**src/rtl/alu_multicycle_pkg.sv**
```systemverilog
// rtl/alu_multicycle_pkg.sv - shared op encodings, FSM states and constants for alu_multicycle
package alu_multicycle_pkg;

    localparam logic [2:0] ALU_ADD  = 3'b000;
    localparam logic [2:0] ALU_SUB  = 3'b001;
    localparam logic [2:0] ALU_AND  = 3'b010;
    localparam logic [2:0] ALU_ORR  = 3'b011;
    localparam logic [2:0] ALU_MLA  = 3'b100;
    localparam logic [2:0] ALU_SDIV = 3'b101;
    localparam logic [2:0] ALU_UDIV = 3'b110;

    // Every bit of the divide-by-zero quotient takes this value (all ones).
    localparam logic DIV_ZERO_QUOTIENT_BIT = 1'b1;

    typedef enum logic [2:0] {
        S_IDLE = 3'd0,
        S_MUL  = 3'd1,
        S_DIV  = 3'd2,
        S_FIX  = 3'd3,
        S_DONE = 3'd4
    } state_t;

endpackage

```
**src/rtl/alu_multicycle_div_iter.sv**
```systemverilog
// rtl/alu_multicycle_div_iter.sv - restoring unsigned divide datapath, one iteration per step
//
// Ports:
//   clk, reset         clock and asynchronous active-low reset
//   load               capture dividend/divisor and clear the partial remainder
//   step               perform one restoring iteration
//   dividend, divisor  unsigned operands (magnitudes for a signed divide)
//   quotient           registered quotient
//   quotient_next      quotient after the iteration in progress this cycle
module div_iter #(
    parameter int WIDTH = 32
) (
    input  logic             clk,
    input  logic             reset,
    input  logic             load,
    input  logic             step,
    input  logic [WIDTH-1:0] dividend,
    input  logic [WIDTH-1:0] divisor,
    output logic [WIDTH-1:0] quotient,
    output logic [WIDTH-1:0] quotient_next
);

    logic [WIDTH:0]   rem;
    logic [WIDTH-1:0] dvsr;
    logic [WIDTH+1:0] trial;
    logic [WIDTH:0]   rem_next;
    logic             trial_neg;

    // The quotient register doubles as the dividend shift register: its MSB
    // shifts into the remainder while the new quotient bit enters at the LSB.
    always_comb begin
        trial     = {rem, quotient[WIDTH-1]} - {2'b00, dvsr};
        trial_neg = trial[WIDTH+1];
        if (trial_neg) begin
            rem_next      = {rem[WIDTH-1:0], quotient[WIDTH-1]};
            quotient_next = {quotient[WIDTH-2:0], 1'b0};
        end else begin
            rem_next      = trial[WIDTH:0];
            quotient_next = {quotient[WIDTH-2:0], 1'b1};
        end
    end

    always_ff @(posedge clk or negedge reset) begin
        if (!reset) begin
            rem      <= '0;
            dvsr     <= '0;
            quotient <= '0;
        end else if (load) begin
            rem      <= '0;
            dvsr     <= divisor;
            quotient <= dividend;
        end else if (step) begin
            rem      <= rem_next;
            quotient <= quotient_next;
        end
    end

endmodule

```
**src/rtl/alu_multicycle.sv**
```systemverilog
// rtl/alu_multicycle.sv - multi-cycle ALU: 1-cycle ADD/SUB/AND/ORR, iterative MLA, SDIV, UDIV
//
// Ports:
//   clk, reset      clock and asynchronous active-low reset
//   start           request, sampled only while not busy
//   op              operation select (see package encodings; 111 reserved -> 0)
//   a, b, ra        SrcA, SrcB and MLA accumulate operand
//   busy            high during MUL, DIV and FIX cycles
//   done            one-cycle pulse when result becomes valid
//   result          registered result, held until the next accepted start
//   div_by_zero     valid with done; high if a divide had b = 0
module alu_multicycle
    import alu_multicycle_pkg::*;
#(
    parameter int WIDTH = 32
) (
    input  logic             clk,
    input  logic             reset,
    input  logic             start,
    input  logic [2:0]       op,
    input  logic [WIDTH-1:0] a,
    input  logic [WIDTH-1:0] b,
    input  logic [WIDTH-1:0] ra,
    output logic             busy,
    output logic             done,
    output logic [WIDTH-1:0] result,
    output logic             div_by_zero
);

    localparam int              CW   = $clog2(WIDTH + 1);
    localparam logic [CW-1:0]   LAST = CW'(WIDTH - 1);

    state_t           state, state_next;
    logic             accept;
    logic             last_iter;
    logic             is_div;
    logic             b_zero;

    logic [2:0]       op_q;
    logic [CW-1:0]    cnt;
    logic             neg_q;
    logic [WIDTH-1:0] acc, mcand, mplier, acc_next;

    logic             div_load;
    logic             div_step;
    logic [WIDTH-1:0] div_dividend, div_divisor;
    logic [WIDTH-1:0] quotient, quotient_next;

    assign busy      = (state == S_MUL) || (state == S_DIV) || (state == S_FIX);
    assign done      = (state == S_DONE);
    assign last_iter = (cnt == LAST);
    assign is_div    = (op == ALU_SDIV) || (op == ALU_UDIV);
    assign b_zero    = (b == '0);

    always_ff @(posedge clk or negedge reset) begin
        if (!reset) begin
            state <= S_IDLE;
        end else begin
            state <= state_next;
        end
    end

    always_comb begin
        state_next = state;
        accept     = 1'b0;
        case (state)
            S_IDLE, S_DONE: begin
                state_next = S_IDLE;
                if (start) begin
                    accept = 1'b1;
                    if (op == ALU_MLA) begin
                        state_next = S_MUL;
                    end else if (is_div && !b_zero) begin
                        state_next = S_DIV;
                    end else begin
                        state_next = S_DONE;
                    end
                end
            end
            S_MUL: begin
                if (last_iter) begin
                    state_next = S_DONE;
                end
            end
            S_DIV: begin
                if (last_iter) begin
                    state_next = (op_q == ALU_SDIV) ? S_FIX : S_DONE;
                end
            end
            S_FIX:   state_next = S_DONE;
            default: state_next = S_IDLE;
        endcase
    end

    // Shift-add multiplier: one multiplier bit per cycle, accumulator seeded with ra.
    assign acc_next = mplier[0] ? (acc + mcand) : acc;

    // SDIV divides magnitudes; the sign is reapplied in FIX. |MIN| is MIN as an
    // unsigned value, which is the correct magnitude.
    assign div_load     = accept && is_div && !b_zero;
    assign div_step     = (state == S_DIV);
    assign div_dividend = (op == ALU_SDIV && a[WIDTH-1]) ? (~a + 1'b1) : a;
    assign div_divisor  = (op == ALU_SDIV && b[WIDTH-1]) ? (~b + 1'b1) : b;

    div_iter #(.WIDTH(WIDTH)) u_div_iter (
        .clk           (clk),
        .reset         (reset),
        .load          (div_load),
        .step          (div_step),
        .dividend      (div_dividend),
        .divisor       (div_divisor),
        .quotient      (quotient),
        .quotient_next (quotient_next)
    );

    always_ff @(posedge clk or negedge reset) begin
        if (!reset) begin
            op_q        <= ALU_ADD;
            cnt         <= '0;
            neg_q       <= 1'b0;
            acc         <= '0;
            mcand       <= '0;
            mplier      <= '0;
            result      <= '0;
            div_by_zero <= 1'b0;
        end else if (accept) begin
            op_q        <= op;
            cnt         <= '0;
            neg_q       <= (op == ALU_SDIV) && (a[WIDTH-1] ^ b[WIDTH-1]);
            acc         <= ra;
            mcand       <= a;
            mplier      <= b;
            div_by_zero <= 1'b0;
            case (op)
                ALU_ADD: result <= a + b;
                ALU_SUB: result <= a - b;
                ALU_AND: result <= a & b;
                ALU_ORR: result <= a | b;
                ALU_MLA: result <= result;
                ALU_SDIV, ALU_UDIV: begin
                    if (b_zero) begin
                        result      <= {WIDTH{DIV_ZERO_QUOTIENT_BIT}};
                        div_by_zero <= 1'b1;
                    end
                end
                default: result <= '0;
            endcase
        end else begin
            case (state)
                S_MUL: begin
                    acc    <= acc_next;
                    mcand  <= mcand << 1;
                    mplier <= mplier >> 1;
                    cnt    <= cnt + CW'(1);
                    if (last_iter) begin
                        result <= acc_next;
                    end
                end
                S_DIV: begin
                    cnt <= cnt + CW'(1);
                    if (last_iter && op_q == ALU_UDIV) begin
                        result <= quotient_next;
                    end
                end
                S_FIX: begin
                    result <= neg_q ? (~quotient + 1'b1) : quotient;
                end
                default: ;
            endcase
        end
    end

endmodule
```
**config.mk**
```make
export PLATFORM = sky130hd
export DESIGN_NAME = alu_multicycle
export DESIGN_NICKNAME = d
export VERILOG_FILES = /design/src/rtl/alu_multicycle_pkg.sv /design/src/rtl/alu_multicycle_div_iter.sv /design/src/rtl/alu_multicycle.sv
export SDC_FILE = /design/constraint.sdc
export NUM_CORES = 1
export LEC_CHECK = 0
export BUFFER_PORTS_ARGS = -buffer_cell sky130_fd_sc_hd__buf_2
export CORE_MARGIN = 2
export CORE_UTILIZATION = 25
export CTS_BUF_LIST = sky130_fd_sc_hd__clkbuf_8
export DETAILED_ROUTE_END_ITERATION = 7
export PLACE_DENSITY_LB_ADDON = 0.3
export REMOVE_ABC_BUFFERS = 1
export SYNTH_ARGS = -nofsm -noshare
export SYNTH_HDL_FRONTEND = slang
export SYNTH_SLANG_ARGS = --single-unit
```
**constraint.sdc**
```tcl
create_clock -name clk -period 4.3 [get_ports clk]
set_input_delay 0.43 -clock clk [delete_from_list [all_inputs] [get_ports clk]]
set_output_delay 0.43 -clock clk [all_outputs]
set_load 0.05 [all_outputs]
```
==> summary.txt <==
Logic synthesis
  • Top cell type's share of synthesized area: 30.46%
  • Seq/Total Area, Yosys: 30.46%
  • Post-synth EDFFs: 0
  • Cells taking the most area after synthesis: dfrtp_1, ha_1, nand2_1
  • Dominant synthesized flop cell: dfrtp_1
  • Synth area leader: dfrtp_1
  • Ys async rst share: 100.0%
  • Synthesized cell area: 0.01963 mm^2
  • Synth Instances: 2500
  • Synth cell types: 91
  • Flops & latches, synth: 239
  • Synth Area per Inst: 7.853 um^2
  • Count leader, synth: nand2_1
  • Number of warnings issued by yosys: 0
  • Most common library cells after synthesis: nand2_1, nor2_1, dfrtp_1

Global route
  • Largest net degree at the start of global routing: 109
  • Vias in the first global route: 18280
  • Met1 Usage GRT: 25.69%
  • M2 GR Usage: 27.27%
  • GR Layer Usage met3: 3.563%
  • GRT busiest layer: met2
  • First-pass GRT wire length: 113600 um
  • GRT Resource Usage Total: 17.90%
  • Initial antenna violation count: 22
  • Total grt overflow: 0

Job
  • MaxCap Viol Count: 0

Clock tree
  • Max clock buf depth: 3
  • Hold-fix buffers, CTS: 26
  • Clk root buf: clkbuf_8
  • CTS tree: built
  • Post-CTS Setup Inserts: 0
  • CTS resizes: 0
  • Worst-path clk slew: 0.06 ns
  • H-tree levels: 2
  • Num CTS Buffers: 50
  • Clk_lat worst skew: 0.67 ns
  • CTS sink cnt: 239

Pwr
  • Switching Fraction: 50.26%
  • Sw power: 8694 uW
  • Seq pwr share: 24.9%
  • Leak: 0.01034 uW
  • Int Power: 8605 uW
  • Clk pwr share: 14.9%
  • Gate power share: 60.2%
  • VDD IR-drop max: 0.0004472 V
  • Pwr Density: 743.6 mW/mm^2

Worst setup path
  • R2R Path Start: u_div_iter.quotient[31]
  • WS Path Type: flip-flop to flip-flop
  • Setup crit start: u_div_iter.quotient[31]
  • Worst-path cell chain: inv_1, ha_1, fa_1, nor2b_1, o21ai_0, a21boi_0, o311ai_1, nand2_1, a31oi_1, o21bai_1, a21boi_0, xnor2_1, o31ai_1
  • CP Launch Type: flip-flop
  • CP max-delay cell: o311ai_1
  • CP peak stage delay: 0.64 ns
  • Crit. End Element: flip-flop
  • Required time of the critical path: 4.83 ns
  • Crit path max fanout: 4
  • Most common cell on crit path: a21boi_0
  • CP arrival: 4.37 ns

Floorplan
  • # rows: 102
  • Die Wd: 284.2 um
  • Die Y: 284.2 um
  • Die area: 0.08079 mm^2
  • Top Ports: 137
  • Core Region: 0.07759 mm^2
  • Initial Util: 25.30%

Layout
  • Layout cells sized above 1: 14.20%
  • Layout area overhead: 18.49%
  • Finished Cell Area: 0.02326 mm^2
  • Final Non-Filler Cells: 3748
  • Nets: 2865

Route
  • Drc violations: 0
  • Wirelength per Cell: 19.74 um
  • Vias: 19490
  • Final WL: 73990 um
  • Vias per inst: 5.200
  • DR iter-0 viols: 1605
  • DRT antenna net count: 0
  • Total iterations of the first detailed-routing run: 5

STA
  • Post-route clock skew: 0.05004 ns
  • Fin crit period: 3.843 ns
  • Hold slack: 0.03909 ns
  • Final Setup Violations: 0
  • Slew Viols, Final: 0
  • Final Cycle Share: 89.38%
  • Achievable Freq: 0.2602 GHz
  • RSZ-0062 raised after global routing: no
  • Worst-Margin Slew: 0.8000 ns
  • Slew margin rel.: 46.10%
  • Fin worst setup slack: 0.4567 ns
  • Fin. Hold Viols: 0

Placement
  • DP Area: 0.02193 mm^2
  • Gpl congestion: 0.9117
  • PortBufs: 136
  • Setup WS pre-CTS: -0.08534 ns
  • HPWL after detailed placement: 55970 um
  • Dpl cells: 3620

Min path
  • Worst min-delay path category: input pin to flip-flop
  • Hold_sp: ra[9]

Run status
  • Status: finished, final reports clean
flip-flops by register name (all words and copies together), names as in the netlist:
| name | cells |
|---|---|
| acc | 32 |
| cnt | 6 |
| div_by_zero | 1 |
| mcand | 32 |
| mplier | 32 |
| neg_q | 1 |
| op_q | 3 |
| result | 32 |
| state | 3 |
| u_div_iter.dvsr | 32 |
| u_div_iter.quotient | 32 |
| u_div_iter.rem | 33 |
worst paths after layout:
check	cells past startpoint	slack (ns)	to
min in group asynchronous	2	0.36	mcand[5]
hold reg to reg	2	0.47	result[11]
max in group asynchronous	3	2.84	u_div_iter.dvsr[25]
setup / recovery	13	0.46	u_div_iter.rem[26]
setup reg to reg	13	0.46	u_div_iter.rem[26]
hold / removal	3	0.04	acc[9]
worst max-delay path: cells and delay by family (launching register included):
kind                       cells  cell delay (ns)
AOI/OAI and AO/OA              7             2.17
adders and majority gates      2             0.48
DFF                            1             0.38
and+or+nand+nor                2             0.33
buffers and inverters          1             0.25
xor gates and xnor gates       1             0.10
routing by layer:
| metal | part of all wire (%) | up-vias |
|---|---|---|
| met5 | 0.20 | - |
| met4 | 2.5 | 24 |
| met3 | 6.5 | 133 |
| met2 | 44 | 512 |
| met1 | 47 | 9450 |
| li1 | - | 9370 |
logic make-up (layout without fill, tap and decap cells):
group | after synthesis | count (layout) | share of synthesized area, %
compound gates | 819 | 819 | 26.53
simple gates | 843 | 843 | 19.98
mux | 38 | 38 | 1.963
xor+xnor | 175 | 175 | 7.845
other cells | 0 | 11 | 0
flops | 239 | 239 | 30.46
fa+ha+maj | 128 | 128 | 7.979
buf+inv | 258 | 455 | 5.239
final cells by class:
cell class / instances / area [um^2]
inverters: 76 / 285.3
multi-input cells: 2003 / 12690
clock inverters: 23 / 105.1
repair buffers: 288 / 1934
diodes: 11 / 27.53
well taps: 1040 / 1301
flip-flops and latches: 239 / 5982
clock buffers: 68 / 935.9
fillers: 8530 / 54330
power groups by stage:
stage | clock network [uW] | logic [uW] | registers (uW)
final | 2580 | 10400 | 4310
after global routing | 2720 | 11500 | 4440
after CTS | 2640 | 10400 | 4290
after detailed placement | 0 | 10300 | 4320
after global placement | 0 | 10300 | 4300
after floorplan | 0 | 6810 | 4470
through the flow:
| stage | TNS [ns] | total power, uW | util [%] |
|---|---|---|---|
| 4_1_cts | 0 | 17340 | 29.95 |
| 2_1_floorplan | -345.65 | 11280 | - |
| 6_report | 0 | 17300 | 29.98 |
| 3_5_place_dp | -0.2399 | 14660 | 28.27 |
| 3_3_place_gp | -0.09388 | 14620 | 28.27 |
| 5_1_grt | 0 | 18680 | 29.96 |
cells in the final DEF, fill, tap and decap left out, types with 21 or more instances in the layout:
cell type / synthesis / routed
or3_1: 21 / 21
nand3_1: 69 / 69
clkbuf_8: 0 / 68
nand2_1: 311 / 310
o31ai_1: 27 / 27
a211oi_1: 23 / 23
a221o_1: 23 / 23
inv_1: 76 / 91
a21o_1: 49 / 49
xnor2_1: 85 / 85
o21ai_0: 206 / 206
dfrtp_1: 239 / 238
dlygate4sd3_1: 0 / 26
a21oi_1: 201 / 201
buf_4: 3 / 123
a31oi_1: 69 / 68
a22oi_1: 72 / 72
nor2_1: 241 / 239
xor2_1: 89 / 89
buf_2: 31 / 135
ha_1: 102 / 102
mux2i_1: 34 / 34
o21a_1: 23 / 23
maj3_1: 23 / 23
nor3_1: 42 / 42
o211ai_1: 22 / 22
(Power assumes the default switching activity.)
